===== src/rtl/mem_port_arbiter.sv =====
// Shares one single-ported fixed-latency memory between fetch and data ports.
// Data wins by default; a bounded grant streak keeps fetch from starving.
module mem_port_arbiter #(
    parameter int MEM_LAT       = 2,
    parameter int MAX_MM_STREAK = 4
) (
    input  logic        clk,
    input  logic        rst,
    input  logic        if_req,
    input  logic [31:0] if_addr,
    output logic        if_ack,
    output logic [31:0] if_rdata,
    input  logic        mm_req,
    input  logic        mm_we,
    input  logic [31:0] mm_addr,
    input  logic [31:0] mm_wdata,
    output logic        mm_ack,
    output logic [31:0] mm_rdata,
    output logic        mem_en,
    output logic        mem_we,
    output logic [31:0] mem_addr,
    output logic [31:0] mem_wdata,
    input  logic [31:0] mem_rdata
);
    localparam int CW = (MEM_LAT > 1) ? $clog2(MEM_LAT) : 1;
    localparam int SW = $clog2(MAX_MM_STREAK + 1);
    localparam logic [CW-1:0] CNT_LOAD   = CW'(MEM_LAT - 1);
    localparam logic [SW-1:0] STREAK_MAX = SW'(MAX_MM_STREAK);

    typedef enum logic [2:0] {
        IDLE,
        GRANT_IF,
        GRANT_MM,
        BUSY_IF,
        BUSY_MM
    } arbState;

    arbState       state;
    arbState       nextState;
    logic [CW-1:0] cnt;
    logic [SW-1:0] streak;
    logic          ifAckReg;
    logic          mmAckReg;
    logic [31:0]   ifRdataReg;
    logic [31:0]   mmRdataReg;
    logic [31:0]   memAddrReg;
    logic [31:0]   memWdataReg;
    logic          memWeReg;
    logic          memEnComb;
    logic          lastBusyIf;
    logic          lastBusyMm;
    logic          isIdle;
    logic          ifElig;
    logic          mmElig;
    logic          grantMm;
    logic          grantIf;

    // A request whose ack is showing this cycle is the stale, finished one.
    assign isIdle  = (state == IDLE);
    assign ifElig  = if_req && !ifAckReg;
    assign mmElig  = mm_req && !mmAckReg;
    assign grantMm = isIdle && mmElig && !(ifElig && streak == STREAK_MAX);
    assign grantIf = isIdle && !grantMm && ifElig;

    always_ff @(posedge clk) begin
        if (rst) begin
            state <= IDLE;
        end else begin
            state <= nextState;
        end
    end

    always_comb begin
        nextState = state;
        unique case (state)
            IDLE: begin
                if (grantMm) begin
                    nextState = GRANT_MM;
                end else if (grantIf) begin
                    nextState = GRANT_IF;
                end
            end
            GRANT_IF: nextState = BUSY_IF;
            GRANT_MM: nextState = BUSY_MM;
            BUSY_IF:  if (cnt == '0) nextState = IDLE;
            BUSY_MM:  if (cnt == '0) nextState = IDLE;
            default:  nextState = IDLE;
        endcase
    end

    always_comb begin
        memEnComb  = 1'b0;
        lastBusyIf = 1'b0;
        lastBusyMm = 1'b0;
        unique case (state)
            GRANT_IF: memEnComb = 1'b1;
            GRANT_MM: memEnComb = 1'b1;
            BUSY_IF:  lastBusyIf = (cnt == '0);
            BUSY_MM:  lastBusyMm = (cnt == '0);
            default:  memEnComb = 1'b0;
        endcase
    end

    always_ff @(posedge clk) begin
        if (rst) begin
            cnt         <= '0;
            streak      <= '0;
            ifAckReg    <= 1'b0;
            mmAckReg    <= 1'b0;
            ifRdataReg  <= '0;
            mmRdataReg  <= '0;
            memAddrReg  <= '0;
            memWdataReg <= '0;
            memWeReg    <= 1'b0;
        end else begin
            ifAckReg <= lastBusyIf;
            mmAckReg <= lastBusyMm;
            if (grantMm) begin
                memAddrReg  <= mm_addr;
                memWeReg    <= mm_we;
                memWdataReg <= mm_wdata;
                if (ifElig && streak != STREAK_MAX) begin
                    streak <= streak + 1'b1;
                end
            end else if (grantIf) begin
                memAddrReg  <= if_addr;
                memWeReg    <= 1'b0;
                memWdataReg <= '0;
                streak      <= '0;
            end
            if (memEnComb) begin
                cnt <= CNT_LOAD;
            end else if (cnt != '0) begin
                cnt <= cnt - 1'b1;
            end
            if (lastBusyIf) begin
                ifRdataReg <= mem_rdata;
            end
            if (lastBusyMm && !memWeReg) begin
                mmRdataReg <= mem_rdata;
            end
        end
    end

    assign if_ack    = ifAckReg;
    assign if_rdata  = ifRdataReg;
    assign mm_ack    = mmAckReg;
    assign mm_rdata  = mmRdataReg;
    assign mem_en    = memEnComb;
    assign mem_we    = memWeReg;
    assign mem_addr  = memAddrReg;
    assign mem_wdata = memWdataReg;
endmodule


===== config.mk =====
export PLATFORM = sky130hd
export DESIGN_NAME = mem_port_arbiter
export DESIGN_NICKNAME = d
export VERILOG_FILES = /design/src/rtl/mem_port_arbiter.sv
export SDC_FILE = /design/constraint.sdc
export NUM_CORES = 1
export LEC_CHECK = 0
export ABC_AREA = 1
export BUFFER_PORTS_ARGS = -buffer_cell sky130_fd_sc_hd__buf_2
export CELL_PAD_IN_SITES_DETAIL_PLACEMENT = 1
export CELL_PAD_IN_SITES_GLOBAL_PLACEMENT = 1
export CORE_AREA = 2 2 140 142
export DETAILED_ROUTE_END_ITERATION = 8
export DIE_AREA = 0 0 142 144
export GPL_TIMING_DRIVEN = 0
export PLACE_DENSITY = 0.78
export SLEW_MARGIN = 20
export SYNTH_ARGS = -nofsm -noshare
export SYNTH_HDL_FRONTEND = slang
export SYNTH_SLANG_ARGS = --single-unit

===== constraint.sdc =====
create_clock -name clk -period 2.17 [get_ports clk]
set_clock_uncertainty 0.2 [all_clocks]
set_input_delay 0.434 -clock clk [delete_from_list [all_inputs] [get_ports clk]]
set_output_delay 0.434 -clock clk [all_outputs]
set_load 0.01 [all_outputs]

== Word-level counts from Yosys, hierarchy flattened ==
Cells that the tools add are included.
Cells by class
  multiplexer cells: 18
  equality and inequality tests: 9
  $add $sub $neg: 2
  reductions and logical operators: 20
  bitwise operators: 1
Operators by type and width (count)
  32-bit two-way mux: 4
  3-bit two-way mux: 6
  3-bit case mux with 4 select lines: 1
  1-bit logical AND: 9
  1-bit two-way mux: 7
  3-bit by 2-bit equality test with 1-bit output (second input constant): 2
  3-bit equality test (second input constant): 2
  1-bit logical NOT: 5
  2-bit AND reduction: 2
  2-bit OR reduction: 2
  3-bit by 1-bit adder with 3-bit output (second input constant): 1
  3-bit by 1-bit equality test with 1-bit output (second input constant): 1
  3-bit logical NOT: 1
  3-bit by 1-bit != test with 1-bit output (second input constant): 1
  3-bit != test (second input constant): 1
  2-bit by 1-bit != test with 1-bit output (second input constant): 1
  2-bit != test (second input constant): 1
  2-bit nonzero test: 1
  1-bit NOT: 1
  1-bit subtractor (second input constant): 1
Storage, ports and cells
  output and inout port bits: 132
  bits in registers: 138
  input port bits: 133
  logic and storage cells: 60

== Longest topological paths before layout ==
Gate-level depths: netlist of run 1.
  depth after elaboration: 11
  mapped depth: 11
  gate-level depth less buffers: 9

== Worst setup path before layout of run 1 ==
OpenSTA, ideal clock, no wires.
  kind: input-to-reg
  from: input rst
  to: register memWdataReg[13] (netlist: mem_wdata[13])
  stages on the path: 4
  required time: 1.827 ns
  path buffers: 3
  arrival: 1.326 ns
  library setup time: 0.143 ns
  slack: 0.501 ns
  path through: buf_2 -> buf_1 -> clkbuf_1 -> a21oi_2
RTL lines
  start, declared: RTL line 8  | input logic rst,
  end signal, assigned: RTL line 121  | memWdataReg <= mm_wdata;
  end, declared: RTL line 47  | logic [31:0] memWdataReg;
No word-level cell between the ends.

== Worst setup path after layout of run 1 ==
  from: register streak[0]
  to: register memAddrReg[11] (netlist: mem_addr[11])
Between the ends
  word-level cells in the longest chain between the ends: 8
  elaborated cells on any way between the ends: 9
  classes of those cells: 1 x eq/ne; 1 x mux; 7 x reduce/logical
RTL lines
  start, declared: RTL line 41  | logic [SW-1:0] streak;
  start signal, assigned: RTL line 123  | streak <= streak + 1'b1;
  3-bit equality test (*): RTL line 62  | assign grantMm = isIdle && mmElig && !(ifElig && streak == STREAK_MAX);
  1-bit logical AND (*): RTL line 62
  1-bit logical NOT (*): RTL line 62
  1-bit logical AND (*): RTL line 62
  1-bit logical NOT: RTL line 63  | assign grantIf = isIdle && !grantMm && ifElig;
  1-bit logical AND (2 in a row): RTL line 63
  2-bit nonzero test (no line)
  end signal, assigned: RTL line 119  | memAddrReg <= mm_addr;
  end signal, assigned: RTL line 126  | memAddrReg <= if_addr;
  end, declared: RTL line 46  | logic [31:0] memAddrReg;
Every way passes the cells marked *; elsewhere a longest branch is shown, timed or not.
A chain may end at the register's enable or synchronous reset.

==> metrics.md, run 1 <==
| Metric | Value |
|---|---|
| CTS Hold Bufs | 0 |
| Design Area, Final | approximately 0.0078 sq mm |
| GRT overflow | 0 |
| RSZ-0062 raised after global routing | no |
| Vias | 5987 |
| Reg clk slew, reported paths | about 0.06 ns |
| Hold_sp | mm_wdata[25] |
| CP max stage delay | 0.38 ns |
| Vias/cell | 4.59 |
| Inserted Clock Buffers | 17 |
| Via count of the first global-routing pass | about 5.8k |
| Relative slew margins | 53.7% |
| Final Max Slew Viols | 0 |
| CTS max path bufs | 2 |
| Post-place instance area | roughly 0.007 sq mm |
| Fin crit period | 2.01 ns |
| Final Net Count | 1187 |
| Initial antenna violation count | 2 |
| Critical path's top delay family | buffers and inverters |
| Setup crit end kind | flop |
| Mapped Area | 0.00558 sq mm |
| # fillers | 2507 |
| Skew-Pair Late Insertion Delay | 0.41 ns |
| Worst Hold Margin | 0.0647 ns |
| Synthesized netlist net count | 903 |
| Max VDD drop | 0.626 mV |
| Min-delay worst type | in -> reg |
| Final cell count without fillers | 1303 |
| Post-placement cell count | 1269 |
| Initial DRC count | about 120 |
| Worst Path Arrival | 2.16 ns |
| Yosys warning total | 0 |
| Post-CTS setup buffers | 0 |
| Final hold vios | 0 |
| R2R setup slack | ~0.16 ns |
| Critical Path End | mem_addr[11] |
| Post-DP HPWL | 14900 um |
| Buf+Inv Stages, Crit Path | 4 |
| 1st-pass router iterations | 4 |
| ANT cells | 0 |
| Power Total | between 10000 and 15000 uW |
| Global placement routability congestion | 0.760 |
| Cells along the critical path | inv_1, ha_1, nand4_1, buf_4, clkbuf_1, nand3_1, nand3_1, nand2_1, inv_1 |
| Clk root buf | clkbuf_16 |
| DRC errors left | 0 |
| Outcome | complete, no violations |
| Netlist cell types | 23 |
| H-tree depth | 4 |
| Max-cap violations | 0 |
| Io pins | 265 |
| Post-synthesis area per instance | 7.27 sq um |
| Slowest cell on crit path | clkbuf_1 |
| Largest net degree at the start of global routing | 17 |
| Area of the multi-input gates | between 0.002 and 0.0025 sq mm |
| Core ar. | about 0.019 sq mm |
| R2r endpoint | mem_addr[11] |
| CP Launch Type | flop |
| Req. time, crit path | 2.33 ns |
| Slew @ Worst Pin | 0.695 ns |
| Stages on worst setup path | 9 |
| Final period util | between 90% and 100% |
| Setup CP Type | reg -> reg |
| Sink Count | 138 |
| Register area share after synthesis | 49.5% |
| GR Util All Layers | 18.5% |
| Post-Place Worst Slack | -0.0343 ns |
| Drt wl/cell | 14.8 um |
| Proportion of layout cells with a drive suffix above 1 | 31.6% |
| Worst Path Max Fanout | 10 |
| DR WL met3 | around 1700 um |
| Row Count | 51 |
| Die Span Y | 144 um |
| Pleak | just under 0.004 uW |
| Synthesized instance count | 768 |
| Worst setup margin | 0.161 ns |
| Reg2Reg Depth | 9 |
| CTS resizes | 0 |
| Finish-stage setup viols | 0 |
| Synthesized flop and latch total | 138 |
| DIE AREA | 0.0204 sq mm |
| Wl on met1 | around 8000 um |
| First-pass GRT wire length | 29900 um |
| R2r startpoint | streak[0] |
| Met2 Routed Length | 9320 um |
| Power per cell area | 1310 mW/mm^2 |
| Max Used Layer | met5 |
| DRT Wirelength | 19300 um |
| Critical Path Start | streak[0] |
| Area Growth Syn to Fin | 40.6% |
| Peak Freq | between 400 and 500 MHz |
| CTS tree | done |
| Die Wd | 142 um |
| Post-route ant nets | 0 |
| Storage element area | 0.00276 sq mm |
| Port bufs | about 260 |
| Initial Utilization | 29.3% |
[area by class of cell]
class	count	share of cell area (%)
plain buffers	49	3.36
clock buffers	19	5.64
clock inverters	13	2.46
inverters	79	3.81
multi-input cells	502	28.8
flip-flops and latches	138	35.2
well taps	238	3.79
repair buffers	265	17.0
[power breakdown]
group	internal, uW	switching, uW
sequential	3170	341
combinational	1370	2230
clock	1970	1170
total	6510	3740
[how the worst min path moves through the flow]
stage | to | depth (start not counted)
2_1_floorplan | mm_rdata[0] | 2
3_3_place_gp | mm_rdata[25] | 2
3_5_place_dp | mm_rdata[5] | 2
4_1_cts | mem_wdata[3] | 3
5_1_grt | mem_wdata[22] | 3
6_report | mem_wdata[25] | 3
[per-stage QoR]
| stage | setup TNS, ns | util (%) |
|---|---|---|
| 3_5_place_dp | -0.0343 | 37.7 |
| 2_1_floorplan | 0 | - |
| 3_3_place_gp | 0 | 37.7 |
| 4_1_cts | 0 | 41.1 |
| 6_report | 0 | 41.1 |
| 5_1_grt | 0 | 41.1 |
[state kept, by name (all words and copies together), names as in the netlist]
signal,flops
mem_addr,32
mm_ack,1
mm_rdata,32
if_ack,1
if_rdata,32
mem_we,1
mem_wdata,32
streak,3
state,3
cnt,1
[synthesized netlist by cell type]
cell type | count | area, sq um
nor2_4 | 1 | 11.3
nand2_1 | 151 | 567
nand4_2 | 1 | 12.5
nor2_1 | 134 | 503
buf_6 | 7 | 78.8
inv_2 | 1 | 3.75
nand2_4 | 2 | 22.5
buf_1 | 5 | 18.8
clkbuf_1 | 21 | 78.8
a21o_1 | 1 | 7.51
nand3_1 | 69 | 345
a21oi_2 | 10 | 87.6
ha_1 | 2 | 25.0
dfxtp_1 | 138 | 2760
nor2_2 | 1 | 6.26
nor2_8 | 1 | 20.0
buf_4 | 3 | 22.5
buf_2 | 13 | 65.1
o21ai_0 | 66 | 330
nand4_1 | 3 | 18.8
inv_1 | 77 | 289
a21oi_1 | 60 | 300
inv_4 | 1 | 6.26
[logic make-up (layout without fill, tap and decap cells)]
kind of cell / count (synthesis) / in the layout / synth area share (%)
flops: 138 / 138 / 49.5
simple gates: 363 / 363 / 27.0
compound gates: 137 / 137 / 13.0
buf+inv: 128 / 425 / 10.1
fa+ha+maj: 2 / 2 / 0.448
[cell usage in the layout, fill, tap and decap left out, types with 3 or more instances in the layout]
cell type,netlist,final
buf_2,13,276
nand2_1,151,151
dfxtp_1,138,138
nor2_1,134,134
inv_1,77,77
nand3_1,69,69
o21ai_0,66,66
a21oi_1,60,60
clkbuf_1,21,22
clkbuf_16,0,17
a21oi_2,10,10
buf_6,7,7
buf_1,5,5
buf_4,3,5
bufinv_16,0,4
clkinv_4,0,4
nand4_1,3,3
[routing by layer]
layer  global-route usage [%]  vias up
li1                         -     2992
met1                     21.2     2772
met2                     32.0      197
met3                     6.82       24
met4                     5.95        2
met5                        0        -
[worst min-delay path: stages]
cell     delay [ns]
buf_2          0.09
nand2_1        0.05
a21oi_1        0.05
(Power assumes the default switching activity.)
==> run 2: changes to the inputs <==
==> constraint.sdc (replaced) <==
create_clock -name clk -period 2.17 [get_ports clk]
set_clock_uncertainty 0.2 [all_clocks]
set_input_delay 0.217 -clock clk [delete_from_list [all_inputs] [get_ports clk]]
set_output_delay 0.217 -clock clk [all_outputs]
set_load 0.01 [all_outputs]
==> run 2 against run 1 <==
  * Clock-buffer cell count did not move
  * Maximum frequency fell by 1.1%
  * Via count rose by 11%
  * Global-route usage rose by 3.7 points
  * Wire length rose by 20%
  * Critical path type unchanged
  * Critical endpoint unchanged
  * Largest power group unchanged
==> metrics.md, run 2 (synthesis results as in run 1) <==
| Metric | Value |
|---|---|
| Outcome | complete, no violations |
| Initial DRC count | 178 (+52%) |
| Largest net degree at the start of global routing | 17 (unchanged) |
| Area of the multi-input gates | 0.00226 sq mm (unchanged) |
| Port bufs | 263 (unchanged) |
| Core ar. | 0.0191 sq mm (unchanged) |
| Inserted Clock Buffers | 17 (unchanged) |
| Initial antenna violation count | 2 (unchanged) |
| Worst Path Max Fanout | 10 (unchanged) |
| Max-cap violations | 0 (unchanged) |
| Vias/cell | 4.62 (+0.53%) |
| Max VDD drop | 0.630 mV (+0.61%) |
| Design Area, Final | 0.00914 sq mm (+16%) |
| Row Count | 51 (unchanged) |
| Commonest non-fill, non-tap cell in the layout | buf_2 |
| Final Net Count | 1315 (+11%) |
| Io pins | 265 (unchanged) |
| Hold_sp | mm_addr[8] |
| # fillers | 2408 (-3.9%) |
| Worst Path Arrival | 2.19 ns (+0.03 ns) |
| Die Wd | 142 um (unchanged) |
| Peak Freq | 492 MHz (-1.1%) |
| H-tree depth | 4 (unchanged) |
| GRT overflow | 0 (unchanged) |
| DRC errors left | 0 (unchanged) |
| Post-place instance area | 0.00720 sq mm (unchanged) |
| DRT Wirelength | 23200 um (+20%) |
| Proportion of layout cells with a drive suffix above 1 | 28.3% (-3.3 points) |
| Critical Path Start | streak[0] |
| 1st-pass router iterations | 4 (unchanged) |
| Via count of the first global-routing pass | 7045 (+21%) |
| Req. time, crit path | 2.33 ns (about the same) |
| Final Max Slew Viols | 0 (unchanged) |
| Global placement routability congestion | 0.760 (unchanged) |
| Setup TNS | 0 ns (unchanged) |
| Area Growth Syn to Fin | 63.7% |
| Drt wl/cell | 16.2 um (+9.2%) |
| Post-route ant nets | 0 (unchanged) |
| R2r startpoint | streak[0] |
| Min-delay worst type | in -> reg |
| Initial Utilization | 29.3% (unchanged) |
| Most frequent cells in the layout | 276 x buf_2, 151 x nand2_1, 138 x dfxtp_1 |
| Final hold vios | 0 (unchanged) |
| Die Span Y | 144 um (unchanged) |
| Vias | 6624 (+11%) |
| Setup crit end kind | flop |
| DIE AREA | 0.0204 sq mm (unchanged) |
| Setup CP Type | reg -> reg |
| Reg clk slew, reported paths | 0.06 ns (about the same) |
| First-pass GRT wire length | 35700 um (+19%) |
| Slew @ Worst Pin | 0.709 ns (+0.0136 ns) |
| Fin crit period | 2.03 ns (+0.0231 ns) |
| Skew-Pair Late Insertion Delay | 0.41 ns (about the same) |
| Post-DP HPWL | 14900 um (unchanged) |
| Power per cell area | 1160 mW/mm^2 (-11%) |
| Sink Count | 138 (unchanged) |
| Storage element area | 0.00276 sq mm (unchanged) |
| Pleak | 0.00450 uW (+14%) |
| Final period util | 93.6% (+1.1 points) |
| Relative slew margins | 52.7% (-0.91 points) |
| CP Launch Type | flop |
| GR Util All Layers | 22.2% (+3.7 points) |
| CTS tree | done |
| CTS max path bufs | 2 (unchanged) |
| Finish-stage setup viols | 0 (unchanged) |
| Clk root buf | clkbuf_16 |
| RSZ-0062 raised after global routing | no |
## run 2: cell types whose count changed in the layout (fill, tap and decap cells not counted)
cell	previous run	this run
dlygate4sd3_1	0	128
diode_2	0	3
clkbuf_1	22	21
clkbuf_2	0	1
## run 2: path summary, 6_finish.rpt
kind                        to  slack, ns  cells past startpoint
setup / recovery  mem_addr[11]       0.14                      9
hold / removal     mem_addr[8]       0.01                      5
setup reg to reg  mem_addr[11]       0.14                      9
hold reg to reg    mm_rdata[5]       0.24                      2
## run 2: report_power, final
| group | total, uW | internal, uW | switching, uW |
|---|---|---|---|
| Combinational | 3890 | 1520 | 2370 |
| Clock | 3160 | 1970 | 1190 |
| Sequential | 3520 | 3170 | 352 |
## run 2: area by class of cell
cell class | count | area share, %
Sequential cell | 138 | 30.2
Tap cell | 238 | 3.26
Inverter | 79 | 3.27
Buffer | 49 | 2.90
Clock inverter | 13 | 2.11
Multi-Input combinational cell | 502 | 24.7
Antenna cell | 3 | 0.0822
Clock buffer | 19 | 4.85
Timing Repair Buffer | 393 | 28.6
## run 2: worst max-delay path, stage by stage, from the launching register on
cell      delay [ns]
dfxtp_1         0.36
inv_1           0.08
ha_1            0.20
nand4_1         0.19
buf_4           0.19
clkbuf_1        0.38
nand3_1         0.18
nand3_1         0.12
nand2_1         0.05
inv_1           0.04
## run 2: metrics by stage
| step | hold slack, ns | cells | power [uW] | utilization [%] | setup slack, ns |
|---|---|---|---|---|---|
| 3_3_place_gp | 0.229 | 1269 | 7100 | 37.7 | 0.110 |
| 2_1_floorplan | 0.160 | 768 | 5800 | - | 0.592 |
| 4_1_cts | 0.00637 | 1429 | 10600 | 47.8 | 0.0397 |
| 5_1_grt | 0.0256 | 1433 | 11300 | 47.9 | 0.0128 |
| 6_report | 0.0138 | 1434 | 10600 | 47.9 | 0.138 |
| 3_5_place_dp | 0.235 | 1269 | 7220 | 37.7 | 0.0612 |
## run 2: routing by layer
metal  GRT usage, %  routed length, um
met1           23.5               9160
met2           40.5              11700
met3           6.82               1630
met4           10.0                784
met5              0                  0
## run 2: timing repair
action	CTS	global route
endpoints found under the setup margin	0	41
hold buffers	128	0
resized for setup	0	2
endpoints found under the hold margin	129	0
setup buffers	0	2
